File: config.mk
export PLATFORM = sky130hd
export DESIGN_NAME = ram_bridge
export DESIGN_NICKNAME = d
export VERILOG_FILES = /design/src/rtl/ram_bridge.sv
export SDC_FILE = /design/constraint.sdc
export NUM_CORES = 1
export LEC_CHECK = 0
export ABC_AREA = 1
export CORE_AREA = 3 3 152 154
export CTS_BUF_LIST = sky130_fd_sc_hd__clkbuf_8
export CTS_CLUSTER_DIAMETER = 150
export DETAILED_ROUTE_END_ITERATION = 16
export DIE_AREA = 0 0 155 157
export HOLD_SLACK_MARGIN = 0.03
export PLACE_DENSITY_LB_ADDON = 0.3
export SYNTH_ARGS = -nofsm -noshare
export SYNTH_HDL_FRONTEND = slang
export SYNTH_SLANG_ARGS = --single-unit
File: constraint.sdc
create_clock -name clock -period 1.85 [get_ports clock]
set_input_delay 0.37 -clock clock [delete_from_list [all_inputs] [get_ports clock]]
set_output_delay 0.37 -clock clock [all_outputs]
set_load 0.01 [all_outputs]
File: src/rtl/ram_bridge.sv
// ram_bridge: arbitrates CPU read/write/refresh level requests and a loader
// write strobe onto a single-command SDRAM controller port. CPU levels are
// edge-detected into pending flags. A three-state FSM (IDLE/CMD/WAIT) issues
// one command at a time, then waits out the controller latency.
module ram_bridge #(
    parameter int AW  = 18,
    parameter int LAT = 8
) (
    input  logic          clock,
    input  logic          reset,
    input  logic          ready,
    input  logic          rfsh,
    input  logic          ramRd,
    input  logic          ramWr,
    input  logic [AW-1:0] ramA,
    input  logic [7:0]    ramD,
    output logic [7:0]    ramQ,
    input  logic          ldWr,
    input  logic [AW-1:0] ldA,
    input  logic [7:0]    ldD,
    output logic          ldBusy,
    output logic          sdrRf,
    output logic          sdrRd,
    output logic          sdrWr,
    output logic [23:0]   sdrA,
    output logic [15:0]   sdrD,
    input  logic [15:0]   sdrQ
);

    localparam int CW   = $clog2(LAT + 1);
    localparam int PADW = 24 - AW;

    typedef enum logic [1:0] {IDLE, CMD, WAIT} state_t;
    typedef enum logic [1:0] {SEL_RD, SEL_WR, SEL_RF, SEL_LD} sel_t;

    state_t        state_reg, state_next;
    sel_t          sel_reg, win_sel;
    logic [CW-1:0] cnt_reg;

    logic          rfsh_prev_reg, rd_prev_reg, wr_prev_reg, armed_reg;
    logic          p_rd_reg, p_wr_reg, p_rf_reg, p_ld_reg;
    logic [AW-1:0] rd_a_reg, wr_a_reg, ld_a_reg;
    logic [7:0]    wr_d_reg, ld_d_reg;

    logic          rd_edge, wr_edge, rf_edge, ld_take;
    logic          go, wait_done;
    logic          sdr_rf_next, sdr_rd_next, sdr_wr_next;
    logic [23:0]   sdr_a_next;
    logic [15:0]   sdr_d_next;

    // Only the low byte of the SDRAM read word carries data.
    logic          unused_q;
    assign unused_q = ^sdrQ[15:8];

    // Edges are ignored for the first cycle after reset so that levels held
    // high through reset do not look like fresh requests.
    assign rd_edge = armed_reg & ramRd & ~rd_prev_reg;
    assign wr_edge = armed_reg & ramWr & ~wr_prev_reg;
    assign rf_edge = armed_reg & rfsh  & ~rfsh_prev_reg;
    assign ld_take = ldWr & ~ldBusy;

    // The loader strobe is a single-cycle pulse, so IDLE may serve it in the
    // same cycle it is accepted instead of waiting for the pending flag.
    assign go = (state_reg == IDLE) && ready &&
                (p_rd_reg || p_wr_reg || p_rf_reg || p_ld_reg || ld_take);

    // WAIT ends on the cycle the counter decrements to zero.
    assign wait_done = (state_reg == WAIT) && (cnt_reg <= CW'(1));

    // Fixed-priority arbitration: read, write, refresh, loader.
    always_comb begin
        win_sel = SEL_LD;
        if (p_rd_reg)      win_sel = SEL_RD;
        else if (p_wr_reg) win_sel = SEL_WR;
        else if (p_rf_reg) win_sel = SEL_RF;
    end

    // FSM state register.
    always_ff @(posedge clock) begin
        if (!reset) state_reg <= IDLE;
        else        state_reg <= state_next;
    end

    // FSM next-state logic.
    always_comb begin
        state_next = state_reg;
        case (state_reg)
            IDLE:    if (go) state_next = CMD;
            CMD:     state_next = WAIT;
            WAIT:    if (wait_done) state_next = IDLE;
            default: state_next = IDLE;
        endcase
    end

    // FSM output logic: command pulse and address/data for the next CMD cycle.
    always_comb begin
        sdr_rf_next = 1'b0;
        sdr_rd_next = 1'b0;
        sdr_wr_next = 1'b0;
        sdr_a_next  = sdrA;
        sdr_d_next  = sdrD;
        if (go) begin
            case (win_sel)
                SEL_RD: begin
                    sdr_rd_next = 1'b1;
                    sdr_a_next  = {{PADW{1'b0}}, rd_a_reg};
                end
                SEL_WR: begin
                    sdr_wr_next = 1'b1;
                    sdr_a_next  = {{PADW{1'b0}}, wr_a_reg};
                    sdr_d_next  = {2{wr_d_reg}};
                end
                SEL_RF: begin
                    sdr_rf_next = 1'b1;
                end
                default: begin
                    sdr_wr_next = 1'b1;
                    sdr_a_next  = {{PADW{1'b0}}, (p_ld_reg ? ld_a_reg : ldA)};
                    sdr_d_next  = {2{(p_ld_reg ? ld_d_reg : ldD)}};
                end
            endcase
        end
    end

    // Request capture, pending flags, wait counter and registered outputs.
    always_ff @(posedge clock) begin
        if (!reset) begin
            rfsh_prev_reg <= 1'b0;
            rd_prev_reg   <= 1'b0;
            wr_prev_reg   <= 1'b0;
            armed_reg     <= 1'b0;
            p_rd_reg      <= 1'b0;
            p_wr_reg      <= 1'b0;
            p_rf_reg      <= 1'b0;
            p_ld_reg      <= 1'b0;
            rd_a_reg      <= '0;
            wr_a_reg      <= '0;
            wr_d_reg      <= '0;
            ld_a_reg      <= '0;
            ld_d_reg      <= '0;
            sel_reg       <= SEL_RD;
            cnt_reg       <= '0;
            ramQ          <= 8'h00;
            ldBusy        <= 1'b0;
            sdrRf         <= 1'b0;
            sdrRd         <= 1'b0;
            sdrWr         <= 1'b0;
            sdrA          <= '0;
            sdrD          <= '0;
        end else begin
            rfsh_prev_reg <= rfsh;
            rd_prev_reg   <= ramRd;
            wr_prev_reg   <= ramWr;
            armed_reg     <= 1'b1;

            if (state_reg == CMD && sel_reg == SEL_RD) begin
                p_rd_reg <= 1'b0;
            end else if (rd_edge && !p_rd_reg) begin
                p_rd_reg <= 1'b1;
                rd_a_reg <= ramA;
            end

            if (state_reg == CMD && sel_reg == SEL_WR) begin
                p_wr_reg <= 1'b0;
            end else if (wr_edge && !p_wr_reg) begin
                p_wr_reg <= 1'b1;
                wr_a_reg <= ramA;
                wr_d_reg <= ramD;
            end

            if (state_reg == CMD && sel_reg == SEL_RF) begin
                p_rf_reg <= 1'b0;
            end else if (rf_edge && !p_rf_reg) begin
                p_rf_reg <= 1'b1;
            end

            if (state_reg == CMD && sel_reg == SEL_LD) begin
                p_ld_reg <= 1'b0;
            end else if (ld_take) begin
                p_ld_reg <= 1'b1;
                ld_a_reg <= ldA;
                ld_d_reg <= ldD;
            end

            if (ld_take) begin
                ldBusy <= 1'b1;
            end else if (wait_done && sel_reg == SEL_LD) begin
                ldBusy <= 1'b0;
            end

            if (go) sel_reg <= win_sel;

            if (state_reg == CMD) begin
                cnt_reg <= CW'(LAT - 1);
            end else if (state_reg == WAIT && cnt_reg != '0) begin
                cnt_reg <= cnt_reg - CW'(1);
            end

            if (wait_done && sel_reg == SEL_RD) ramQ <= sdrQ[7:0];

            sdrRf <= sdr_rf_next;
            sdrRd <= sdr_rd_next;
            sdrWr <= sdr_wr_next;
            sdrA  <= sdr_a_next;
            sdrD  <= sdr_d_next;
        end
    end

endmodule

==> metrics.cfg <==
[status]
outcome=complete, no violations

[critical_path]
crit_required_ns=1.48
crit_arrival_ns=1.36
r2r-start=cnt_reg[0]$_SDFFE_PN0P_
end_kind=output pin
crit_path_start_kind=flop
r2r_end=ramQ[0]$_SDFFE_PN0P_
reg2reg_depth=7
cp_cell_sequence=clkdlybuf4s50_1
cp_top_family=buffers and inverters
path_max_fanout=3
path_buf_inv=1
worst_path_largest_cell_delay_ns=0.56
worstSetupPathType=flop to output pin
cp_slowest_cell=clkdlybuf4s50_1
ff2ff_setup_slack_ns=0.27

[final_layout]
area_growth_pct=32.5
layout.nets=954
n_antenna_cell=0
layout-drive-gt1-share_pct=7.55
nFillCells=2397
fin_util_pct=33.0

[timing]
timing.fmax_mhz=579
max_slew_margin_pct=63.1
finalSetupViolCount=0
period_share_pct=93.3
setup_slack_ns=0.124
fin_crit_ns=1.73
worst_pin_slew_ns=0.551
maxSlewViolCount=0
fin_setup_tns_ns=0
hold_violations=0
rsz0062_at_grt=no
fin_skew_ns=0.0139

[grt]
grt_pass1_wl_um=24200
grt_use_total_pct=12.6
grt_max_degree=52
grt_antenna_before_repair=0
overflow=0
first_global_vias=4597

[power]
leakagePower_nw=3.01
ir_worst_vdd_mv=0.445
p_per_area_nw_per_um2=940
finalPower_mw=6.77

[clock_tree]
cts.htree.levels=4
path_clk_slew_ns=0.07
clk_path_buf_depth=2
cts_tree=yes
cts.repair.resized=0
cts_setup_buffers=0
hold_buffers=0
clkSinkCount=124
cts_buffers=17
clock-root-buffer=clkbuf_8
clk_latency_ns=0.44

[drt]
initialDrtViolationCount=234
viasPerCell=4.21
wl_um=15300
wl_per_cell_um=13.1
num_vias=4909
first_pass_iters=5
drtAntennaViolNets=0
drc=0

[worst_hold_path]
hp-class=input port to flop
holdPathStages=3
min_to=sdrD[9]$_SDFFE_PN0P_
min-delay-start=reset

[yosys]
yosysUniqueCellTypes=30
synth-edff-count=0
synth-async-reset-ratio_pct=0
ys.warnings.count=0
synthFlopType=dfxtp_1
syn_avg_cell_area_um2=7.04
syn_area_um2=5430
ys_seq_elements=124
postSynthCellCount=771
ys_seq_area_share_pct=45.7

[floorplan]
pin_count=127
rows=54
die_h_um=157
coreArea_um2=21800
die_x_um=155
start_util_pct=24.9
dieArea_um2=24300

[placement]
dpl_worst_slack_ns=-0.0197
dp_hpwl_um=10300
routabilityCongestion=0.752
port_buffers=112

[flow_run]
cap_violations=0

[cell usage in the layout (no fill, tap or decap), types with 7 or more instances in the layout]
master           count
nand3_1             23
a21oi_1             30
nor3_1               7
clkbuf_8            18
o21ai_0             86
inv_1               64
clkdlybuf4s50_1    111
a31oi_1              7
buf_4               16
dfxtp_1            123
o211ai_1            12
nand2_1            151
nor2_1             188
[report_power, final]
group	switching (mW)	leakage (nW)	internal, mW
combinational	0.799	1.80	0.694
clock	1.04	0.194	1.19
sequential	0.133	1.02	2.92
total	1.97	3.01	4.80
[metrics by stage]
stage	hold slack [ns]	cells	area (um^2)
6_report	0.304	1167	7190
5_1_grt	0.294	1167	7190
4_1_cts	0.269	1166	7180
3_5_place_dp	0.441	1137	6820
3_3_place_gp	0.437	1137	6820
2_1_floorplan	0.398	776	5450
[cells in the mapped netlist (2+ instances only)]
master | number | area, um^2
nand3_4 | 2 | 35.0
nand3_1 | 23 | 115
o21ai_0 | 86 | 430
buf_4 | 16 | 120
nand2_2 | 3 | 18.8
o21ai_1 | 6 | 30.0
a31oi_1 | 7 | 43.8
nand2_1 | 151 | 567
ha_1 | 2 | 25.0
inv_1 | 61 | 229
buf_2 | 16 | 80.1
buf_6 | 7 | 78.8
clkbuf_1 | 12 | 45.0
dfxtp_1 | 124 | 2480
nor3_1 | 7 | 35.0
nor2_1 | 188 | 706
inv_2 | 5 | 18.8
o211ai_1 | 12 | 90.1
a21oi_1 | 30 | 150
nor2_4 | 3 | 33.8
[layout make-up]
type / count / area (um^2) / share of cell area (%)
repair buffers: 133 / 1350 / 18.8
flip-flops and latches: 124 / 2480 / 34.5
clock buffers: 18 / 248 / 3.44
multi-input cells: 534 / 2400 / 33.4
inverters: 67 / 251 / 3.50
clock inverters: 11 / 108 / 1.50
well taps: 280 / 350 / 4.87
[how the worst max path moves through the flow]
stage	endpoint	startpoint	cells past startpoint	slack [ns]
floorplan	ramQ[0]$_SDFFE_PN0P_	cnt_reg[0]$_SDFFE_PN0P_	7	0.58
global placement	ld_a_reg[7]$_SDFFE_PN0P_	ldWr	5	-0.004
detailed placement	ld_a_reg[17]$_SDFFE_PN0P_	ldWr	5	-0.02
CTS	ldBusy	ldBusy$_SDFFE_PN0P_	1	0.07
global route	ldBusy	ldBusy$_SDFFE_PN0P_	1	0.02
finish	ldBusy	ldBusy$_SDFFE_PN0P_	1	0.12
[cells by family after synthesis]
logic type	after synthesis	share of synthesized area, %
DFF	124	45.7
other	1	0.0691
buffers and inverters	119	10.7
and+or+nand+nor	382	28.8
adders and majority gates	2	0.461
AOI/OAI and AO/OA	143	14.2
[worst register-to-register path, stage by stage, from the launching register on]
cell	delay [ns]
dfxtp_1	0.31
inv_1	0.11
ha_1	0.23
nor2_1	0.08
nor2_1	0.17
nand3_1	0.25
o21ai_0	0.25
nor2_1	0.07
[routing by layer]
layer,vias up,track usage [%],wire length (um)
met5,-,0,0
met2,117,19.5,6720
met3,4,3.88,852
li1,2626,-,-
met4,0,3.15,61
met1,2162,17.3,7680
(Power assumes the default switching activity.)
